--- src/rtl/pipe_pkg.sv ---
// Shared pipeline constants: opcode encodings and default register-file geometry.
package pipe_pkg;
  localparam logic [1:0] OP_LOAD   = 2'd0;
  localparam logic [1:0] OP_STORE  = 2'd1;
  localparam logic [1:0] OP_ARITH  = 2'd2;
  localparam logic [1:0] OP_BRANCH = 2'd3;

  localparam int DEFAULT_XLEN     = 32;
  localparam int DEFAULT_NUM_REGS = 32;
endpackage

--- src/rtl/sb_pend_counter.sv ---
// Per-register outstanding-write counter: saturation is the caller's job via full,
// underflow is blocked here so an unmatched writeback leaves the count at zero.
module sb_pend_counter #(
  parameter int MAX_PEND = 3,
  parameter int CW       = $clog2(MAX_PEND + 1)
) (
  input  logic          clk,
  input  logic          reset,
  input  logic          inc,
  input  logic          dec,
  output logic [CW-1:0] count,
  output logic          full,
  output logic          empty
);
  localparam logic [CW-1:0] MAXC = CW'(MAX_PEND);

  assign full  = (count == MAXC);
  assign empty = (count == '0);

  always_ff @(posedge clk) begin
    if (reset) begin
      count <= '0;
    end else if (inc && !dec) begin
      count <= count + CW'(1);
    end else if (dec && !inc && !empty) begin
      count <= count - CW'(1);
    end
  end
endmodule

--- src/rtl/rf_scoreboard.sv ---
// Register file with per-register pending-write scoreboard and sticky protocol error.
// Optional same-cycle writeback-to-read forwarding under RF_SCOREBOARD_BYPASS_EN.
module rf_scoreboard
  import pipe_pkg::*;
#(
  parameter int NUM_REGS = DEFAULT_NUM_REGS,
  parameter int XLEN     = DEFAULT_XLEN,
  parameter int NUM_RD   = 2,
  parameter int MAX_PEND = 3,
  parameter int AW       = $clog2(NUM_REGS),
  parameter int CW       = $clog2(MAX_PEND + 1)
) (
  input  logic                   clk,
  input  logic                   reset,
  input  logic [NUM_RD*AW-1:0]   rd_addr,
  output logic [NUM_RD*XLEN-1:0] rd_data,
  output logic [NUM_RD-1:0]      rd_busy,
  input  logic                   issue_valid,
  input  logic [AW-1:0]          issue_dest,
  output logic                   issue_ready,
  input  logic                   wb_valid,
  input  logic [AW-1:0]          wb_addr,
  input  logic [XLEN-1:0]        wb_data,
  output logic                   err
);
  logic [XLEN-1:0]     regs [NUM_REGS];
  logic [CW-1:0]       cnt  [NUM_REGS];
  logic [NUM_REGS-1:0] full;
  logic [NUM_REGS-1:0] empty;
  logic [NUM_REGS-1:0] inc;
  logic                issue_acc;

  assign issue_ready = (issue_dest == '0) || !full[issue_dest];
  assign issue_acc   = issue_valid && issue_ready;
  assign inc         = issue_acc ? (NUM_REGS'(1) << issue_dest) : '0;

  // x0 has no counter: permanently idle and never full
  assign cnt[0]   = '0;
  assign full[0]  = 1'b0;
  assign empty[0] = 1'b1;

  for (genvar r = 1; r < NUM_REGS; r++) begin : g_pend
    sb_pend_counter #(.MAX_PEND(MAX_PEND), .CW(CW)) u_pend (
      .clk   (clk),
      .reset (reset),
      .inc   (inc[r]),
      .dec   (wb_valid && (wb_addr == AW'(r))),
      .count (cnt[r]),
      .full  (full[r]),
      .empty (empty[r])
    );
  end

  always_ff @(posedge clk) begin
    if (reset) begin
      for (int r = 0; r < NUM_REGS; r++) regs[r] <= '0;
    end else if (wb_valid && (wb_addr != '0)) begin
      regs[wb_addr] <= wb_data;
    end
  end

  // A writeback paired with a same-cycle reservation of the same register is not an underflow
  always_ff @(posedge clk) begin
    if (reset) begin
      err <= 1'b0;
    end else if (wb_valid && (wb_addr != '0) && (cnt[wb_addr] == '0) && !inc[wb_addr]) begin
      err <= 1'b1;
    end
  end

  for (genvar p = 0; p < NUM_RD; p++) begin : g_rd
    logic [AW-1:0] a;
    assign a = rd_addr[p*AW +: AW];
`ifdef RF_SCOREBOARD_BYPASS_EN
    logic byp;
    assign byp = wb_valid && (wb_addr == a) && (a != '0) && (cnt[a] == CW'(1)) && !inc[a];
    assign rd_busy[p]              = !empty[a] && !byp;
    assign rd_data[p*XLEN +: XLEN] = byp ? wb_data : regs[a];
`else
    assign rd_busy[p]              = !empty[a];
    assign rd_data[p*XLEN +: XLEN] = regs[a];
`endif
  end
endmodule

--- config.mk ---
export PLATFORM = sky130hd
export DESIGN_NAME = rf_scoreboard
export DESIGN_NICKNAME = d
export VERILOG_FILES = /design/src/rtl/pipe_pkg.sv /design/src/rtl/sb_pend_counter.sv /design/src/rtl/rf_scoreboard.sv
export SDC_FILE = /design/constraint.sdc
export NUM_CORES = 2
export LEC_CHECK = 0
export ABC_AREA = 0
export ABC_CLOCK_PERIOD_IN_PS = 3500
export CAP_MARGIN = 25
export CORE_ASPECT_RATIO = 0.75
export CORE_MARGIN = 5
export CORE_UTILIZATION = 25
export CTS_CLUSTER_SIZE = 10
export DETAILED_ROUTE_END_ITERATION = 16
export SLEW_MARGIN = 25
export SYNTH_ARGS = -nofsm -noshare
export SYNTH_HDL_FRONTEND = slang
export SYNTH_SLANG_ARGS = --single-unit
--- constraint.sdc ---
create_clock -name clk -period 3.5 [get_ports clk]
set_clock_uncertainty 0.05 [all_clocks]
set_input_delay 0.7 -clock clk [delete_from_list [all_inputs] [get_ports clk]]
set_output_delay 0.7 -clock clk [all_outputs]
set_load 0.005 [all_outputs]
==> impl_metrics.csv <==
group,metric,value,unit
outcome,status,"finished, violations left",
outcome,violations,"setup timing",
grt,grt_pass1_vias,38360,
power_and_ir_drop,fin_total_pwr,31.56,mW
route,antenna_left,0,
power_and_ir_drop,vdd_drop_max,0.3660,mV
synthesis,synth-seq-cells,1087,
sta,worstMarginPinSlew,1.053,ns
synthesis,synth_area_per_cell,15.49,sq um
worst_setup_path,crit_fanout,4,
floorplanning,design.portCount,124,
sta,rsz0062_at_grt,"true",
worst_setup_path,crit_slowest_cell,"mux4_2",
final_layout,drive_above_1_share,36.24,%
worst_setup_path,required,2.75,ns
grt,grt_pass1_wl,304.8,mm
grt,grt_antenna_before_repair,33,
power_and_ir_drop,leakage,24.63,nW
final_layout,nets,4222,
floorplanning,core-area,234300,sq um
worst_setup_path,end_kind,"primary output",
worst_setup_path,crit_chain,"buf_12, buf_16, buf_12, buf_12, buf_12, buf_12, mux4_2, mux4_2, mux2_4, buf_6",
placed_design,place_area,66900,sq um
sta,hold_viol_final,0,
sta,slew_viol_final,0,
clocking,cts_buffer_depth,3,
sta,slew_headroom,29.61,%
final_layout,num-fill-cells,22830,
floorplanning,start_util,25.05,%
clocking,cts_made_buffers,119,
floorplanning,die_area,244700,sq um
synthesis,yosysWarningCount,0,
route,drc,0,
synthesis,synth-async-reset-ratio,0,%
grt,grt_overflow_total,0,
placed_design,place_worst_setup_slack,-0.4719,ns
floorplanning,rows,154,
job,maxCapViolations,0,
placed_design,io_buffers,123,
sta,fmax,0.2732,GHz
clocking,clk_pin_slew,0.05,ns
synthesis,synth_area_leaders,"edfxtp_1 52%, mux4_2 25%, and2_1 11%",
synthesis,yosys.area.top_type_share,52.39,%
route,via_per_inst,5.320,
synthesis,synth_largest_area_cell,"edfxtp_1",
placed_design,globalplace.congestion,0.8583,
synthesis,synthTopCellsByCount,"1024 x edfxtp_1, 998 x and2_1, 652 x mux4_2, 294 x clkbuf_1, 99 x nor2_1",
grt,grtUsageTotal,17.47,%
floorplanning,die_x,569.5,um
clocking,clk_latency,0.75,ns
grt,grt_max_degree,133,
synthesis,syn_area,58700,sq um
worst_setup_path,startpoint_type,"input port",
clocking,cts_tree,"done",
route,wl,219.2,mm
synthesis,postSynthCellCount,3790,
worst_hold_path,hold_path_class,"reg -> reg",
clocking,cts_sinks,1087,
sta,setup_viol,34,
final_layout,syn_to_final_growth,23.92,%
worst_setup_path,crit_type,"in -> out",
worst_setup_path,ff2ff_setup_slack,0.94,ns
synthesis,synth_seq_area_share,54.54,%
synthesis,synth_most_common_cell,"edfxtp_1",
route,vias,38980,
placed_design,dp_hpwl,135.2,mm
synthesis,synth_ff_type,"edfxtp_1",
route,wl_per_cell,29.92,um
power_and_ir_drop,powerDensity,434.0,nW/um^2
synthesis,ys_types,61,
floorplanning,fp.dieH,429.6,um
route,drt-initial-drc-count,6245,
placed_design,place_inst,7014,
sta,setup_ws,-0.1607,ns
worst_setup_path,path_common_cell,"buf_12",
clocking,cts_root_buf,"clkbuf_16",
synthesis,synth_edf_count,1024,
final_layout,design_area,72730,sq um
worst_setup_path,worstPathArrival,2.91,ns
clocking,cts_htree_levels,3,
worst_setup_path,cpPeakStageDelay,0.55,ns
sta,finalCritPeriodShare,104.6,%
sta,min_period,3.661,ns
final_layout,final_cell_count_no_fill,7327,
route,firstDrtPassIters,6,
sequential cells by signal, indices dropped and copies added (netlist names):
signal,cells
err,1
g_pend.u_pend.count,62
regs,1024
report_power, final:
| group | total [mW] | internal (mW) | switching [mW] |
|---|---|---|---|
| Sequential | 15.3 | 14.9 | 0.353 |
| Combinational | 4.88 | 2.52 | 2.36 |
| Clock | 11.4 | 6.16 | 5.26 |
| Total | 31.6 | 23.6 | 7.97 |
layout by cell type, fill, tap and decap left out, drive strengths merged, types with 6 or more instances in the layout:
cell type and n:
a211oi 45, a21oi 61, and2 998, and3 12
buf 570, clkbuf 143, clkdlybuf4s50 36, conb 32
dfxtp 63, diode 13, edfxtp 1024, inv 13
mux2 66, mux4 652, nand2 68, nand2b 38
nand3 14, nor2 99, nor2b 11, nor3 51
nor3b 6, o211ai 11, o21a 25, o21ai 48
or2 28
what timing repair did:
item,CTS,global route
setup endpoints to repair,67,57
cloned,20,1
resized for setup,511,52
hold buffers,0,0
buffers inserted,134,24
endpoints found under the hold margin,0,0
pin swaps,4,6
routing by layer:
metal / share of wire (%) / global-route usage, % / up-vias / wire length (um)
met3: 12 / 4.443 / 409 / 26880
met4: 2.8 / 4.527 / 2 / 6220
met5: 0.0059 / 0 / - / 13
met1: 40 / 24.81 / 20430 / 87810
met2: 45 / 26.62 / 2729 / 98320
li1: - / - / 15410 / -
final timing paths:
check	to	from	depth (start not counted)
setup / recovery	rd_data[4]	rd_addr[0]	10
hold / removal	err$_SDFFE_PP0P_	err$_SDFFE_PP0P_	2
setup reg to reg	g_pend[28].u_pend.count[0]$_SDFFE_PP0P_	g_pend[28].u_pend.count[1]$_SDFFE_PP0P_	10
hold reg to reg	err$_SDFFE_PP0P_	err$_SDFFE_PP0P_	2
through the flow:
stage | utilization, % | TNS [ns] | hold WS [ns]
2_1_floorplan | - | 0 | 0.4006
3_3_place_gp | 28.53 | -25.29 | 0.4263
3_5_place_dp | 28.55 | -23.01 | 0.4098
4_1_cts | 31.10 | -3.174 | 0.4254
5_1_grt | 31.03 | -3.556 | 0.4847
6_report | 31.04 | -2.717 | 0.4165
kinds of logic after synthesis:
| kind of cell | synth area share (%) |
|---|---|
| multiplexers | 26.28 |
| other | 0.006389 |
| AND/OR/NAND/NOR | 13.56 |
| flip-flops | 54.54 |
| AO/OA/AOI/OAI | 2.611 |
| XOR/XNOR | 0.1045 |
| buffers and inverters | 2.899 |
critical path, delay by kind of cell:
| kind | cells | cell delay (ns) |
|---|---|---|
| buf+inv | 7 | 0.89 |
| mux | 3 | 1.29 |
layout make-up:
class                           instances  area [sq um]  share of cell area (%)
Sequential cell                      1087         32010                   44.02
Multi-Input combinational cell       2334         25660                   35.28
Antenna cell                           13         32.53                 0.04473
Clock inverter                         10         172.7                  0.2374
Tap cell                             3120          3904                   5.367
Clock buffer                          139          3063                   4.211
Timing Repair Buffer                  615          7853                   10.80
Inverter                                9         33.78                 0.04645
Power figures use the tool's default switching activity.
